## src/rtl/uart_rx_frame_receiver.sv

```systemverilog
// UART frame receiver: oversamples RX_IN by PRESCALE and majority-votes three mid-bit samples.
// Deserializes LSB-first data with optional parity, checks the stop bit and pulses DATA_VALID on a clean frame.
module uart_rx_frame_receiver #(
  parameter int DATA_WIDTH     = 8,
  parameter int PRESCALE_WIDTH = 6
) (
  input  logic                      CLK,
  input  logic                      RST,
  input  logic                      RX_IN,
  input  logic [PRESCALE_WIDTH-1:0] PRESCALE,
  input  logic                      PAR_EN,
  input  logic                      PAR_TYP,
  output logic [DATA_WIDTH-1:0]     P_DATA,
  output logic                      DATA_VALID,
  output logic                      PAR_ERR,
  output logic                      STP_ERR
);

  // state  | meaning
  // IDLE   | line idle, waiting for a low level
  // START  | validating the start bit (glitch rejection)
  // DATA   | shifting in DATA_WIDTH payload bits
  // PARITY | sampling the parity bit
  // STOP   | sampling the stop bit, publishing the result
  typedef enum logic [2:0] {IDLE, START, DATA, PARITY, STOP} state_t;

  localparam int IW = $clog2(DATA_WIDTH);
  localparam int BW = IW + 1;
  localparam logic [PRESCALE_WIDTH-1:0] ONE_E    = PRESCALE_WIDTH'(1);
  localparam logic [BW-1:0]             ONE_B    = BW'(1);
  localparam logic [BW-1:0]             LAST_BIT = BW'(DATA_WIDTH - 1);

  state_t                    state_q, state_d;
  logic [PRESCALE_WIDTH-1:0] edge_q, edge_d;
  logic [BW-1:0]             bit_q, bit_d;
  logic [DATA_WIDTH-1:0]     shift_q, shift_d;
  logic [2:0]                samp_q, samp_d;
  logic                      par_en_q, par_en_d;
  logic                      par_typ_q, par_typ_d;
  logic                      par_pend_q, par_pend_d;
  logic [DATA_WIDTH-1:0]     p_data_q, p_data_d;
  logic                      valid_q, valid_d;
  logic                      par_err_q, par_err_d;
  logic                      stp_err_q, stp_err_d;

  logic [PRESCALE_WIDTH-1:0] last_edge, mid_edge, pre_mid, post_mid;
  logic                      bit_end, voted;

  assign mid_edge  = PRESCALE >> 1;
  assign last_edge = PRESCALE - ONE_E;
  assign pre_mid   = mid_edge - ONE_E;
  assign post_mid  = mid_edge + ONE_E;
  assign bit_end   = (edge_q == last_edge);
  assign voted     = (samp_q[0] & samp_q[1]) | (samp_q[0] & samp_q[2]) | (samp_q[1] & samp_q[2]);

  always_comb begin
    state_d    = state_q;
    edge_d     = edge_q;
    bit_d      = bit_q;
    shift_d    = shift_q;
    samp_d     = samp_q;
    par_en_d   = par_en_q;
    par_typ_d  = par_typ_q;
    par_pend_d = par_pend_q;
    p_data_d   = p_data_q;
    valid_d    = 1'b0;
    par_err_d  = par_err_q;
    stp_err_d  = stp_err_q;

    if (state_q != IDLE) begin
      edge_d = bit_end ? '0 : edge_q + ONE_E;
      if (edge_q == pre_mid)  samp_d[0] = RX_IN;
      if (edge_q == mid_edge) samp_d[1] = RX_IN;
      if (edge_q == post_mid) samp_d[2] = RX_IN;
    end

    case (state_q)
      IDLE: begin
        edge_d = '0;
        bit_d  = '0;
        // The detecting cycle itself is edge 0 of the start bit.
        if (!RX_IN) begin
          state_d    = START;
          edge_d     = ONE_E;
          par_err_d  = 1'b0;
          stp_err_d  = 1'b0;
          par_pend_d = 1'b0;
        end
      end
      START: begin
        if (bit_end) begin
          if (voted) begin
            state_d = IDLE;
          end else begin
            state_d   = DATA;
            bit_d     = '0;
            par_en_d  = PAR_EN;
            par_typ_d = PAR_TYP;
          end
        end
      end
      DATA: begin
        if (bit_end) begin
          shift_d[bit_q[IW-1:0]] = voted;
          bit_d = bit_q + ONE_B;
          if (bit_q == LAST_BIT) state_d = par_en_q ? PARITY : STOP;
        end
      end
      PARITY: begin
        if (bit_end) begin
          par_pend_d = voted ^ (^shift_q) ^ par_typ_q;
          state_d    = STOP;
        end
      end
      STOP: begin
        if (bit_end) begin
          state_d   = IDLE;
          stp_err_d = ~voted;
          par_err_d = par_pend_q;
          if (voted && !par_pend_q) begin
            p_data_d = shift_q;
            valid_d  = 1'b1;
          end
        end
      end
      default: state_d = IDLE;
    endcase
  end

  always_ff @(posedge CLK) begin
    if (RST) begin
      state_q    <= IDLE;
      edge_q     <= '0;
      bit_q      <= '0;
      shift_q    <= '0;
      samp_q     <= '0;
      par_en_q   <= 1'b0;
      par_typ_q  <= 1'b0;
      par_pend_q <= 1'b0;
      p_data_q   <= '0;
      valid_q    <= 1'b0;
      par_err_q  <= 1'b0;
      stp_err_q  <= 1'b0;
    end else begin
      state_q    <= state_d;
      edge_q     <= edge_d;
      bit_q      <= bit_d;
      shift_q    <= shift_d;
      samp_q     <= samp_d;
      par_en_q   <= par_en_d;
      par_typ_q  <= par_typ_d;
      par_pend_q <= par_pend_d;
      p_data_q   <= p_data_d;
      valid_q    <= valid_d;
      par_err_q  <= par_err_d;
      stp_err_q  <= stp_err_d;
    end
  end

  assign P_DATA     = p_data_q;
  assign DATA_VALID = valid_q;
  assign PAR_ERR    = par_err_q;
  assign STP_ERR    = stp_err_q;

endmodule

```

## config.mk

```make
export PLATFORM = sky130hd
export DESIGN_NAME = uart_rx_frame_receiver
export DESIGN_NICKNAME = d
export VERILOG_FILES = /design/src/rtl/uart_rx_frame_receiver.sv
export SDC_FILE = /design/constraint.sdc
export NUM_CORES = 1
export LEC_CHECK = 0
export ABC_CLOCK_PERIOD_IN_PS = 2850
export BUFFER_PORTS_ARGS = -buffer_cell sky130_fd_sc_hd__buf_2
export CAP_MARGIN = 25
export CORE_MARGIN = 2
export CORE_UTILIZATION = 61
export CTS_BUF_LIST = sky130_fd_sc_hd__clkbuf_4
export CTS_CLUSTER_SIZE = 25
export DETAILED_ROUTE_END_ITERATION = 10
export GPL_ROUTABILITY_DRIVEN = 0
export PLACE_DENSITY = 0.86
export SETUP_SLACK_MARGIN = 0.02
export SYNTH_ARGS = -nofsm -noshare
export SYNTH_HDL_FRONTEND = slang
export SYNTH_SLANG_ARGS = --single-unit
```

## constraint.sdc

```tcl
create_clock -name CLK -period 2.85 [get_ports CLK]
set_input_delay 0.1425 -clock CLK [delete_from_list [all_inputs] [get_ports CLK]]
set_output_delay 0.1425 -clock CLK [all_outputs]
set_load 0.05 [all_outputs]
```

# [Word-level counts from Yosys, hierarchy flattened]
# Index checks and enable logic that the tools add are counted.
[op_classes] addsub=5 order_cmp=2 eq_ne=16 n_mux=28 bitwise=10 reduce_logical=21
[ops] operator="$mux W3" count=7
[ops] operator="$eq A6 B6 Y1" count=3
[ops] operator="$mux W6" count=3
[ops] operator="$pmux W3 S5" count=1
[ops] operator="$ne A2 B2 Y1 const B" count=7
[ops] operator="$mux W4" count=3
[ops] operator="$pmux W4 S3" count=1
[ops] operator="$reduce_and A3 Y1" count=4
[ops] operator="$bwmux W8" count=1
[ops] operator="$reduce_and A2 Y1" count=4
[ops] operator="$reduce_xor A8 Y1" count=1
[ops] operator="$mux W1" count=7
[ops] operator="$add A5 B1 Y6 const B" count=1
[ops] operator="$add A6 B1 Y6 const B" count=1
[ops] operator="$eq A3 B2 Y1 const B" count=2
[ops] operator="$eq A6 B5 Y1" count=1
[ops] operator="$pmux W1 S2" count=3
[ops] operator="$reduce_and A6 Y1" count=1
[ops] operator="$reduce_bool A2 Y1" count=3
[ops] operator="$reduce_bool A3 Y1" count=2
[ops] operator="$sub A5 B1 Y6 const B" count=1
[ops] operator="$sub A6 B1 Y6 const B" count=1
[ops] operator="$add A4 B1 Y4 const B" count=1
[ops] operator="$eq A4 B3 Y1 const B" count=1
[ops] operator="15 further kinds" count=22
[word_totals] ff_bits=38 inputBits=11 output_inout_bits=11 word_cells=96

# [Longest topological paths before layout]
# Gate-level depths: netlist of run 1.
[logic_depth] word_depth=7 depth_mapped=9

# [Worst setup path after synthesis of run 1]
# OpenSTA, ideal clock, no wires.
[synth_timing] kind="input port to flip-flop" from="input PRESCALE[2]" to="register p_data_q[7], in the netlist P_DATA[7]" setup_time_ns=0.128 arrival_ns=2.207 required_ns=2.722 path_slack_ns=0.515 path_stages=9 cell_sequence="clkbuf_1 > inv_1 > ha_1 > a21boi_0 > xnor2_2 > o2111ai_4 > nor4_4 > mux2i_1 > nor2_1"
[synth_via] elab_chain_cells=3
[synth_rtl] item="start: declaration" line="10" rtl="input logic [PRESCALE_WIDTH-1:0] PRESCALE,"
[synth_rtl] item="$sub A6 B1 Y6" line="50" rtl="assign last_edge = PRESCALE - ONE_E;"
[synth_rtl] item="$eq A6 B6 Y1" line="53" rtl="assign bit_end = (edge_q == last_edge);"
[synth_rtl] item="$reduce_and A3 Y1 (no source line)"
[synth_rtl] item="end signal: assignment" line="153" rtl="p_data_q <= p_data_d;"
[synth_rtl] item="end: declaration" line="41" rtl="logic [DATA_WIDTH-1:0] p_data_q, p_data_d;"
# Every way passes these cells.
# A chain may end at the register's enable or synchronous reset.

# [Worst setup path in the final report of run 1]
[layout_timing] from="register edge_q[2]" to="register shift_q[0]"
[layout_via] elab_chain_cells=2
[layout_rtl] item="start: declaration" line="34" rtl="logic [PRESCALE_WIDTH-1:0] edge_q, edge_d;"
[layout_rtl] item="start signal: assignment" line="146" rtl="edge_q <= edge_d;"
[layout_rtl] item="$eq A6 B6 Y1" line="53"
[layout_rtl] item="$reduce_and A2 Y1 (no source line)"
[layout_rtl] item="end signal: assignment" line="148" rtl="shift_q <= shift_d;"
[layout_rtl] item="end: declaration" line="36" rtl="logic [DATA_WIDTH-1:0] shift_q, shift_d;"
# Every way passes these cells.

==> impl_metrics.tcl, run 1 <==
set metrics [dict create \
    fin_nets 301 \
    synth_edf_count 0 \
    post_cts_buffers 0 \
    rows 22 \
    area_growth_pct 7.96 \
    pin_count 22 \
    synth_area_sq_um 2370 \
    worstPathMaxFanout 11 \
    route.detailed.drc 0 \
    port_buffers 21 \
    yosys_warnings 0 \
    vias 1988 \
    layout_min_cycle_time_ps 2310 \
    register_area_sq_um 761 \
    total_power_mw 1.15 \
    groute.usage.overall_pct 25.3 \
    ys_ff_latch 38 \
    finish.utilization_pct 69.5 \
    worstSetupPathType "reg -> reg" \
    antenna_cells 0 \
    cts_buffer_depth 2 \
    htree_levels 2 \
    whs_ps 24.6 \
    clk_pin_slew_worst_paths_ps 120 \
    hold_viol_final 0 \
    grt_pass1_vias 1814 \
    rrSetupSlack_ps 540 \
    multi_input_area_sq_um 1500 \
    status "complete, no violations" \
    fillCellCount 297 \
    syn_area_per_cell_sq_um 8.73 \
    grt_pass1_wl_microns 8490 \
    seq_area_frac_synth_pct 32.1 \
    synth-main-ff-cell "dfxtp_1" \
    synthArstFlopShare_pct 0 \
    cp-end-kind "flop" \
    rsz0062_at_grt "false" \
    grt.overflow.total 0 \
    timing.setup.tns_ps 0 \
    antenna_found_initial 0 \
    cp_slowest_cell "dfxtp_1" \
    postCtsResizedCells 0 \
    r2r_cells 6 \
    drive_gt1_share_pct 12.6 \
    worst_hold_path.num_cells 3 \
    cts_hold_buf 0 \
    slew_headroom_pct 54.1 \
    numCtsBuffers 5 \
    cts-root-buf "clkbuf_4" \
    synthCells 272 \
    die_w_microns 66.4 \
    drt_iter0_markers 190 \
    cellLeakagePower_nw 1.05 \
    regToRegEndpoint "shift_q[0]" \
    die_h_microns 66.4 \
    tightest_slew_ps 688 \
    critPathLaunchType "flop" \
    worstReg2RegStart "edge_q[2]" \
    cp_top_family "simple AND/OR/NAND/NOR gates" \
    final_max_slew_viol_count 0 \
    core_sq_um 3690 \
    max_freq_mhz 433 \
    ant_nets 0 \
    cts_sinks 38 \
    cts_tree "done" \
    crit_path_max_incr_delay_ps 630 \
    grt_max_degree 44 \
    avgRoutedWirePerCell_microns 15.3 \
    fin_worst_skew_ps 15.5 \
    hp-start "PAR_EN" \
    crit_arrival_ps 2530 \
    setup_viol 0 \
    wirelength_microns 5090 \
    die-area_sq_um 4410 \
    max_cap_viol_count 0 \
    critPathRequiredTime_ps 3080 \
    critPathBufInv 0 \
    cp_cell_sequence "nor2b_1 -> nand4_1 -> o21a_1 -> or4_1 -> nand2b_1 -> mux2i_1" \
    hold_class "in -> reg" \
    power_density_nw_per_um2 447 \
    viasPerCell 5.97 \
    fin_crit_sh_pct 80.9 \
    vdd_drop_max_mv 0.363 \
    ys_types 54 \
    start_util_pct 64.3 \
    first_pass_iters 4 \
    synth_nets 289 \
    hpwl_microns 3610 \
    clock_latency_ps 350 \
    hold_path_end "par_en_q" \
]
[synthesized netlist by cell type, types with 3 or more instances]
| master | instances | share of area [%] |
|---|---|---|
| nor3_1 | 16 | 3.4 |
| nand2b_1 | 20 | 5.3 |
| xnor2_1 | 13 | 4.8 |
| nor2b_1 | 5 | 1.3 |
| inv_1 | 6 | 0.95 |
| nand4_1 | 8 | 2.1 |
| dfxtp_1 | 38 | 32 |
| mux2i_1 | 25 | 11 |
| xor2_1 | 17 | 6.3 |
| ha_1 | 6 | 3.2 |
| clkbuf_1 | 9 | 1.4 |
| nor2_1 | 25 | 4.0 |
| nand2_1 | 11 | 1.7 |
| nand3_1 | 7 | 1.5 |
| buf_1 | 3 | 0.47 |
| nor4_1 | 4 | 1.1 |
| a21oi_1 | 6 | 1.3 |
| nand4b_1 | 3 | 1.1 |
| o21ai_0 | 5 | 1.1 |
[worst reg2reg max path, stage by stage, from the launching register on]
cell	delay [ps]
dfxtp_1	630
nor2b_1	240
nand4_1	150
o21a_1	260
or4_1	580
nand2b_1	200
mux2i_1	130
[final cells by class]
cell class | instances | area share [%]
Clock buffer | 5 | 1.46
Clock inverter | 3 | 2.49
Inverter | 6 | 0.879
Multi-Input combinational cell | 210 | 58.4
Sequential cell | 38 | 29.7
Tap cell | 48 | 2.34
Timing Repair Buffer | 23 | 4.69
[where the power goes]
| group | switching (mW) | internal (mW) |
|---|---|---|
| Sequential | 0.0117 | 0.537 |
| Clock | 0.183 | 0.270 |
| Combinational | 0.0908 | 0.0536 |
[flip-flops by register name, indices dropped and copies added, names as in the netlist]
| signal | flops |
|---|---|
| P_DATA | 8 |
| shift_q | 8 |
| edge_q | 6 |
| bit_q | 4 |
| samp_q | 3 |
| state_q | 3 |
| DATA_VALID | 1 |
| PAR_ERR | 1 |
| STP_ERR | 1 |
| par_en_q | 1 |
| par_pend_q | 1 |
| par_typ_q | 1 |
[metrics by stage]
step | std cells | setup slack [ps] | area [sq um]
after floorplan | 272 | 515 | 2370
after global placement | 325 | 467 | 2460
after detailed placement | 325 | 367 | 2460
after CTS | 333 | 557 | 2560
after global routing | 333 | 397 | 2560
final | 333 | 543 | 2560
[worst max path at each step]
stage / startpoint / to / slack [ps] / depth (start not counted)
after floorplan: PRESCALE[2] / P_DATA[7] / 520 / 9
after global placement: PRESCALE[2] / shift_q[0] / 470 / 9
after detailed placement: PRESCALE[2] / shift_q[2] / 370 / 9
after CTS: edge_q[2] / shift_q[0] / 560 / 6
after global routing: edge_q[2] / state_q[0] / 400 / 6
final: edge_q[2] / shift_q[0] / 540 / 6
[cell usage in the layout, fill, tap and decap left out, types with 6 or more instances in the layout]
cell type,netlist,routed
nand4_1,8,8
nand3_1,7,7
nor3_1,16,16
nand2_1,11,11
dfxtp_1,38,38
xor2_1,17,17
buf_2,1,21
nand2b_1,20,20
mux2i_1,25,25
a21oi_1,6,6
xnor2_1,13,13
inv_1,6,6
ha_1,6,6
nor2_1,25,25
[routing by layer]
layer	wire length, microns	up-vias	GRT usage, %
met5	0	-	0
met4	50	0	6.89
met3	256	6	4.94
met2	2410	60	42.3
met1	2380	938	33.2
li1	-	984	-
[cell families after synthesis]
family / after synthesis / share of synthesized area (%)
adders and majority gates: 7 / 3.58
and+or+nand+nor: 112 / 25.8
xor gates and xnor gates: 31 / 11.8
AOI/OAI and AO/OA: 34 / 11.0
muxes: 26 / 11.0
buffers and inverters: 24 / 4.85
DFF: 38 / 32.1
(Power assumes the default switching activity.)
==> run 2, diff against run 1 <==
- ABC_CLOCK_PERIOD_IN_PS: 2850 -> 2200
- clock period: 2.85 -> 2.2 ns (I/O delays scaled with it)
==> impl_metrics.tcl, run 2 (synthesis results as in run 1) <==
set metrics [dict create \
    final_cell_mix "37 x dfxtp_1, 25 x nor2_1, 25 x mux2i_1" \
    pin_count 22 \
    rsz0062_at_grt "false" \
    stdcell_count 351 \
    status "complete, no violations" \
    final_common_cell "dfxtp_1" \
    hold_class "in -> reg" \
    drive_gt1_share_pct 19.1 \
    vias 2025 \
    worst_hold_path.num_cells 3 \
    port_buffers 21 \
    rows 22 \
    viasPerCell 5.77 \
    post_cts_buffers 0 \
    max_cap_viol_count 0 \
    switching_share_pct 25.4 \
    route.detailed.drc 0 \
    max_freq_mhz 493 \
    clock_power_share_pct 39.8 \
    htree_levels 2 \
    grt_pass1_vias 1844 \
    tightest_slew_ps 644 \
    clk_pin_slew_worst_paths_ps 130 \
    area_growth_pct 15.2 \
    ant_nets 0 \
    internal_power_mw 1.14 \
    fin_nets 319 \
    cellLeakagePower_nw 1.14 \
    worstSetupPathType "reg -> reg" \
    cp-end-kind "flop" \
    grt_pass1_wl_microns 8660 \
    p_sw_mw 0.387 \
    final_max_slew_viol_count 0 \
    fin_worst_skew_ps 12.7 \
    slew_headroom_pct 57.1 \
    setup_viol 0 \
    vdd_drop_max_mv 0.462 \
    drt_iter0_markers 117 \
    critPathRequiredTime_ps 2440 \
    core_sq_um 3690 \
    first_pass_iters 4 \
    cts_buffer_depth 2 \
    die_w_microns 66.4 \
    cts_sinks 38 \
    grt.overflow.total 0 \
    timing.setup.tns_ps 0 \
    comb_power_share_pct 13.7 \
    groute.usage.overall_pct 26.0 \
    antenna_found_initial 0 \
    hpwl_microns 3820 \
    fin_crit_sh_pct 92.2 \
    die_h_microns 66.4 \
    cts-root-buf "clkbuf_4" \
    numCtsBuffers 5 \
    hold_viol_final 0 \
    critPathLaunchType "flop" \
    avgRoutedWirePerCell_microns 14.7 \
    r2r_cells 7 \
    start_util_pct 64.3 \
    layout_min_cycle_time_ps 2030 \
    worstPathMaxFanout 5 \
    wirelength_microns 5170 \
    power_density_nw_per_um2 557 \
    clock_latency_ps 360 \
    die-area_sq_um 4410 \
    grt_max_degree 44 \
    fillCellCount 261 \
    crit_arrival_ps 2270 \
    antenna_cells 0 \
    pwr-share-seq_pct 46.5 \
    dp_cells 342 \
    cts_tree "done" \
]
[run 2: layout make-up]
cell class	instances	area [sq um]	share of cell area, %
multi-input cells	210	1510	55.4
flip-flops and latches	38	762	27.9
repair buffers	41	270	9.88
clock inverters	3	68.8	2.52
well taps	48	60.1	2.20
clock buffers	5	37.5	1.37
inverters	6	22.5	0.823
[run 2: worst paths after layout]
| kind | slack, ps | startpoint | endpoint |
|---|---|---|---|
| worst max-delay path | 170 | edge_q[1] | par_typ_q |
| worst min-delay path | 20 | PAR_TYP | par_typ_q |
| worst max register to register | 170 | edge_q[1] | par_typ_q |
| worst min register to register | 510 | P_DATA[5] | P_DATA[5] |
[run 2: metrics by stage]
stage	cell area (sq um)	setup slack (ps)	power (mW)	util [%]	hold slack, ps
after global placement	2610	81.2	0.922	70.8	347
after detailed placement	2610	12.5	0.926	70.8	365
after global routing	2740	44.2	1.59	74.2	21.6
final	2740	172	1.52	74.2	20.7
after floorplan	2380	22.5	0.870	-	254
after CTS	2730	118	1.53	73.9	22.1
[run 2: per-layer routing]
| layer | share of wire, % | track usage (%) | wire length, microns |
|---|---|---|---|
| met1 | 49 | 36.5 | 2550 |
| met2 | 43 | 38.4 | 2250 |
| met3 | 4.6 | 5.11 | 236 |
| met4 | 2.5 | 11.5 | 131 |
| met5 | 0 | 0 | 0 |
[run 2: repair_timing]
action,4_1_cts,5_1_grt
endpoints found under the setup margin,0,6
resized for setup,0,2
hold buffers,1,0
hold endpoints to repair,1,0
[run 2: critical path, cell delays in order, from the launching register on]
cell and delay (ps):
dfxtp_1 490, xor2_1 300, o2111ai_4 190, buf_4 190, nor3_1 280, buf_4 180
mux2i_1 200, nor2_1 60
[run 2: power groups by stage]
stage	logic, mW	registers [mW]	clock network [mW]
3_5_place_dp	0.203	0.724	0
3_3_place_gp	0.199	0.724	0
5_1_grt	0.231	0.711	0.644
2_1_floorplan	0.154	0.716	0
6_report	0.209	0.709	0.607
4_1_cts	0.206	0.708	0.612
